[src/rtl/chip8_display_pkg.sv]
// chip8_display_pkg: shared geometry constants and renderer state encoding
// for the CHIP-8 display to LCD framebuffer upscaler.
package chip8_display_pkg;
    localparam int CHIP8_W           = 64;
    localparam int CHIP8_H           = 32;
    localparam int SRC_BYTES         = 256;
    localparam int LCD_BYTES_PER_ROW = 16;
    localparam int FB_BYTES          = 1024;
    typedef enum logic [2:0] {IDLE, FETCH, LATCH, W0, W1, W2, W3, DONE} state_e;
endpackage

[src/rtl/nibble_doubler.sv]
// nibble_doubler: stretches a 4-pixel nibble to 8 pixels by repeating each bit, MSB first.
module nibble_doubler (
    input  logic [3:0] nib,
    output logic [7:0] dbl
);
    assign dbl = {nib[3], nib[3], nib[2], nib[2], nib[1], nib[1], nib[0], nib[0]};
endmodule

[src/rtl/fb_upscale_renderer.sv]
// fb_upscale_renderer: copies the 64x32 CHIP-8 display from main RAM into the
// 128x64 LCD framebuffer, doubling every pixel horizontally and vertically.
module fb_upscale_renderer
    import chip8_display_pkg::*;
#(
    parameter logic [11:0] SRC_BASE = 12'hF00
) (
    input  logic        clk,
    input  logic        reset,
    input  logic        start_signal,
    output logic [11:0] main_ram_read_address,
    input  logic [7:0]  main_ram_out,
    output logic [9:0]  fb_write_address,
    output logic        fb_write_enable,
    output logic [7:0]  fb_ram_in,
    output logic        busy,
    output logic        finished_signal
);
    state_e      state_q, state_d;
    logic [7:0]  idx_q, idx_d;
    logic [7:0]  data_q, data_d;
    logic [7:0]  hi_dbl, lo_dbl;
    logic        odd_row, odd_col;

    nibble_doubler u_hi (.nib(data_q[7:4]), .dbl(hi_dbl));
    nibble_doubler u_lo (.nib(data_q[3:0]), .dbl(lo_dbl));

    always_ff @(posedge clk) begin
        if (!reset) begin
            state_q <= IDLE;
            idx_q   <= '0;
            data_q  <= '0;
        end else begin
            state_q <= state_d;
            idx_q   <= idx_d;
            data_q  <= data_d;
        end
    end

    always_comb begin
        state_d = state_q;
        idx_d   = idx_q;
        data_d  = data_q;
        case (state_q)
            IDLE: begin
                if (start_signal) begin
                    state_d = FETCH;
                    idx_d   = '0;
                end
            end
            FETCH: state_d = LATCH;
            LATCH: begin
                data_d  = main_ram_out;
                state_d = W0;
            end
            W0: state_d = W1;
            W1: state_d = W2;
            W2: state_d = W3;
            W3: begin
                if (idx_q == 8'(SRC_BYTES - 1)) begin
                    state_d = DONE;
                end else begin
                    idx_d   = idx_q + 8'd1;
                    state_d = FETCH;
                end
            end
            default: state_d = IDLE;
        endcase
    end

    // Framebuffer address = {row, byte-in-row, half}: row = 2y+odd_row, byte = 2xb+odd_col.
    assign odd_row               = (state_q == W2) || (state_q == W3);
    assign odd_col               = (state_q == W1) || (state_q == W3);
    assign fb_write_enable       = (state_q == W0) || (state_q == W1) || odd_row;
    assign fb_write_address      = fb_write_enable ? {idx_q[7:3], odd_row, idx_q[2:0], odd_col} : '0;
    assign fb_ram_in             = !fb_write_enable ? '0 : odd_col ? lo_dbl : hi_dbl;
    assign main_ram_read_address = SRC_BASE + {4'd0, idx_q};
    assign busy                  = state_q != IDLE;
    assign finished_signal       = state_q == DONE;
endmodule

[config.mk]
export PLATFORM = sky130hd
export DESIGN_NAME = fb_upscale_renderer
export DESIGN_NICKNAME = d
export VERILOG_FILES = /design/src/rtl/chip8_display_pkg.sv /design/src/rtl/nibble_doubler.sv /design/src/rtl/fb_upscale_renderer.sv
export SDC_FILE = /design/constraint.sdc
export NUM_CORES = 1
export LEC_CHECK = 0
export ABC_AREA = 1
export CELL_PAD_IN_SITES_DETAIL_PLACEMENT = 0
export CELL_PAD_IN_SITES_GLOBAL_PLACEMENT = 1
export CORE_MARGIN = 8
export CORE_UTILIZATION = 31
export CTS_CLUSTER_SIZE = 40
export DETAILED_ROUTE_END_ITERATION = 6
export GPL_ROUTABILITY_DRIVEN = 0
export PLACE_DENSITY = 0.95
export SYNTH_ARGS = -nofsm -noshare
export SYNTH_HDL_FRONTEND = slang
export SYNTH_SLANG_ARGS = --single-unit
[constraint.sdc]
create_clock -name clk -period 2.59 [get_ports clk]
set_clock_uncertainty 0.1 [all_clocks]
set_input_delay 0.259 -clock clk [delete_from_list [all_inputs] [get_ports clk]]
set_output_delay 0.259 -clock clk [all_outputs]
set_load 0.05 [all_outputs]
Word level (Yosys, flattened, before mapping)
Index checks and enable logic that the tools add are counted.
W data, S select, Z words.
- output and inout port bits: 33
- register bits after elaboration: 19
- bits of input ports: 11
- ROM bits: 0
- bits in writable memories: 0
- memories: 0
- bits in latches: 0
- logic and storage cells: 32
- multiplexer cells: 9
- reductions and logical operators: 8
- equality and inequality tests: 10
- bitwise operators: 0
- shifts and indexed selects: 0
- $lt $le $gt $ge: 0
- $mul: 0
- divide/modulo/power cells: 0
- add/sub/neg operators: 2
- operator list (kind ; number):
    $mux W8 ; 4
    $pmux W3 S7 ; 1
    $pmux W8 S2 ; 1
    $eq A3 B3 Y1 const B ; 4
    $add A9 B9 Y10 const A ; 1
    $mux W10 ; 1
    $add A8 B1 Y8 const B ; 1
    $eq A8 B8 Y1 const B ; 1
    $eq A3 B2 Y1 const B ; 2
    $mux W3 ; 2
    $logic_or A1 B1 Y1 ; 4
    $ne A2 B2 Y1 const B ; 2
    $eq A3 B1 Y1 const B ; 1
    $logic_not A3 Y1 ; 1
    $reduce_and A3 Y1 ; 1
    $reduce_bool A3 Y1 ; 1
    $reduce_bool A2 Y1 ; 1

Logic depth before layout (Yosys ltp)
- word-level depth: 4
- gate-level depth with buffers: 10

Hierarchy
Synthesis repeated with hierarchy kept, for this count alone.
- cell total of the unflattened synthesis: 207
- area total of the unflattened synthesis: 1346.3 um^2
- by module, submodules not included (module ; area an instance (um^2) ; times used ; sequential area each (um^2) ; cells each):
    fb_upscale_renderer ; 1226.2 ; 1 ; 380.4 ; 191
    nibble_doubler ; 60.1 ; 2 ; 0.0 ; 8

Worst setup path after synthesis
Ideal clock, no wire load.
- path kind: register to output
- start: register state_q[0]
- end: output port fb_ram_in[3]
- arrival: 2.037 ns
- path slack: 0.194 ns
- data required time: 2.231 ns
- stages on the path, launching flop included: 11
- path through: dfxtp_1 > nand2_2 > nand2_1 > nand2_1 > nand2_1 > inv_2 > buf_6 > nor2_1 > o21ai_1 > inv_1 > buf_4
- longest elaborated chain between the ends: 4
- elaborated cells on any way between the ends: 10
- classes of those cells: eq/ne (4); mux (2); reduce/logical (4)
- RTL lines (element ; line ; text):
    start: declaration ; fb_upscale_renderer.sv:19 ; state_e state_q, state_d;
    start signal: assignment ; fb_upscale_renderer.sv:34 ; state_q <= state_d;
    $eq A3 B2 Y1, or another cell as far along ; fb_upscale_renderer.sv:74 ; assign fb_write_enable = (state_q == W0) || (state_q == W1) || odd_row;
    $logic_or A1 B1 Y1 (on tied branches) ; fb_upscale_renderer.sv:74, fb_upscale_renderer.sv:72 ;
    $logic_or A1 B1 Y1 * ; fb_upscale_renderer.sv:74 ;
    net fb_write_enable ; fb_upscale_renderer.sv:14 ; output logic fb_write_enable,
    $mux W8 * ; fb_upscale_renderer.sv:76 ; assign fb_ram_in = !fb_write_enable ? '0 : odd_col ? lo_dbl : hi_dbl;
    end: declaration ; fb_upscale_renderer.sv:15 ; output logic [7:0] fb_ram_in,
Mark *: on every way through the listed nets, which the timed path passes. The rest lies on a longest branch.

Worst setup path after layout
- start: register state_q[0]
- end: output port fb_write_enable
- longest elaborated chain between the ends: 3
- elaborated cells on any way between the ends: 7
- classes of those cells: eq/ne (4); reduce/logical (3)
- RTL lines (element ; line):
    $eq A3 B2 Y1, or another cell as far along ; fb_upscale_renderer.sv:74
    $logic_or A1 B1 Y1 (on tied branches) ; fb_upscale_renderer.sv:74, fb_upscale_renderer.sv:72
    $logic_or A1 B1 Y1 * ; fb_upscale_renderer.sv:74
    end: declaration ; fb_upscale_renderer.sv:14
Mark *: on every way between the ends. The rest lies on a longest branch, timed or not.

==> metrics.md <==
| Metric | Value |
|---|---|
| Final instance area | `0.00149 mm^2` |
| Critical-path cell list | `nand2_2, nand2_1, nand2_1, nand2_1, clkdlybuf4s50_1` |
| Post-CTS Resized | `0` |
| Final core occ | `42.0%` |
| Root buffer cell | `clkbuf_4` |
| Worst Reg-to-Reg Cells | `8` |
| Chip height | `76.0 um` |
| Tot GR Track Use | `between 10% and 20%` |
| Worst Hold Depth | `2` |
| First-pass GRT wire length | `approximately 5 mm` |
| First-pass iteration count of the detailed router | `5` |
| Critical Path AT | `1.98 ns` |
| Worst Tran Pin Value | `0.540 ns` |
| Clk pin slew, worst setup/hold paths | `about 0.10 ns` |
| DRT Wirelength | `around 2.9 mm` |
| PortBufs | `39` |
| DR iter-0 viols | `38` |
| Setup_tns | `0 ns` |
| Fin nets | `around 230` |
| N_diodes | `0` |
| Core area | `0.00355 mm^2` |
| Initial antenna violation count | `0` |
| Worst-skew pair later-pin latency | `approximately 0.30 ns` |
| Initial cell density of the core | `31.5%` |
| CP max-delay cell | `clkdlybuf4s50_1` |
| Drc violations | `0` |
| Number of instances in the placed design | `258` |
| Synth cell types | `23` |
| Pwr/cell area | `about 430 mW/mm^2` |
| Slew headroom | `a little under two thirds` |
| Most common cell after layout, fill and taps aside | `nor2_1` |
| Final WS setup | `~0.26 ns` |
| Non-filler cells, final | `about 260` |
| Crit path time final | `about 2.3 ns` |
| Die area | `about 0.0058 mm^2` |
| Worst path most repeated cell | `nand2_1` |
| Worst vdd ir | `between 0.0002 and 0.0003 V` |
| Cell family with most CP delay | `buffers and inverters` |
| Post-CTS setup buffers | `0` |
| Hold Vio Cnt, Final | `0` |
| Avg WL per Cell | `11.1 um` |
| Worst path depth | `5` |
| CP Capture Type | `primary output` |
| Pre-CTS WS | `between 0.5 and 0.6 ns` |
| Hold Buf Count CTS | `0` |
| CP max stage delay | `approximately 0.8 ns` |
| Post-Syn Instances | `between 150 and 200` |
| Row count | `22` |
| Synthesis Warnings | `0` |
| Largest net degree at the start of global routing | `16` |
| Share of cells above drive strength 1 | `between 10% and 20%` |
| Number of global-route vias before repair | `1,139` |
| Area share of the largest cell type after synthesis | `around a third` |
| Final worst-path cycle share | `between 90% and 100%` |
| Status | `completed` |
| Placed cell areas | `roughly 0.0015 mm^2` |
| Avg Cell Area, Syn | `6.28 um^2` |
| Class of the worst hold path | `register to register` |
| Most frequent cells in the layout | `50 x nor2_1, 32 x nand2_1, 23 x clkdlybuf4s50_1` |
| CTS tree | `done` |
| Via/cell ratio | `4.42` |
| IO Pins | `44` |
| Share of the yosys chip area belonging to registers | `between 30% and 40%` |
| DRT antenna net count | `0` |
| Critical path class | `register to primary output` |
| CTS Buffer Depth | `2` |
| Ranking of synthesized cells by area | `dfxtp_1 34%, nor2_1 17%, nand2_1 11%, inv_1 6.4%, o21ai_0 5.4%` |
| Total gr overflow | `0` |
| Worst EP required | `approximately 2.2 ns` |
| FMAX | `between 0.4 and 0.5 GHz` |
| Crit Path Max Fanout | `7` |
| Area Growth Syn to Fin | `33.4%` |
| CTS Buf Count | `3` |
| Clock sinks | `19` |
| Final setup violation count | `0` |
| Vias after detailed routing | `~1,200` |
| Buf/Inv on CP | `1` |
| Yosys reg bits | `19` |
| Fin. max-slew vios | `0` |
| Crit start category | `register` |
| Final HPWL DP | `around 2.3 mm` |
| Leading area contributor after synthesis | `dfxtp_1` |
| CTS H-tree lvls | `1` |
| Cell area after synthesis | `0.00112 mm^2` |
| RSZ-0062 raised after global routing | `false` |
| Max Cap Viol | `0` |
| Die W | `between 70 and 80 um` |
| Leak Pwr | `~0.65 nW` |
stage by stage:
| step | total power [W] | hold WS [ns] |
|---|---|---|
| after floorplan | 0.000457 | 0.294 |
| after global placement | 0.000500 | 0.395 |
| after detailed placement | 0.000500 | 0.395 |
| after CTS | 0.000655 | 0.421 |
| after global routing | 0.000682 | 0.438 |
| final | 0.000645 | 0.420 |
kinds of logic after synthesis:
logic type,count (synthesis),synth area share (%)
xor+xnor,1,0.784
compound gates,22,9.85
simple gates,102,39.8
buf+inv,32,14.1
flops,19,34.0
other cells,1,0.336
fa+ha+maj,1,1.12
worst reg2reg max path, cell delays in order, from the launching register on:
cell and delay [ns]:
dfxtp_1 0.43, ha_1 0.22, nand2_1 0.08, nor2_1 0.19, nand3_1 0.22, nand3_2 0.19, nor2_1 0.07, nor2_1 0.08
nor2_1 0.04
path summary, 6_finish.rpt:
check             startpoint               to  slack, ns
setup reg to reg    idx_q[1]         idx_q[7]       0.88
setup / recovery  state_q[0]  fb_write_enable       0.26
hold reg to reg    data_q[0]        data_q[0]       0.42
hold / removal     data_q[0]        data_q[0]       0.42
synthesized netlist by cell type, drive strengths merged:
library cell,number
conb,1
buf,9
a21oi,7
inv,22
nand4,1
nand3,10
nand2,35
nor2,53
or2,1
nor3,1
ha,1
nand3b,1
dfxtp,19
clkbuf,1
xor2,1
o21ai,15
routing by layer:
metal  vias up  wire length [um]  track usage [%]
met5         -                 0                0
met4         0                34             3.92
met3         6               252             4.95
met2        40              1380             17.7
met1       499              1240             11.2
li1        614                 -                -
where the power goes:
part / switching (W) / total, W / internal, W
clock: 0.0000928 / 0.000153 / 0.0000602
combinational: 0.000113 / 0.000167 / 0.0000540
sequential: 0.0000149 / 0.000324 / 0.000309
sequential cells by signal, indices dropped and copies added, names as in the netlist:
register	flops
state_q	3
idx_q	8
data_q	8
layout make-up:
| type | count | area (um^2) |
|---|---|---|
| Timing Repair Buffer | 39 | 350 |
| Inverter | 22 | 82.6 |
| Tap cell | 48 | 60.1 |
| Fill cell | 403 | 2060 |
| Multi-Input combinational cell | 130 | 591 |
| Sequential cell | 19 | 380 |
| Clock buffer | 4 | 26.3 |
No activity file was read; power rests on OpenSTA's default activity.
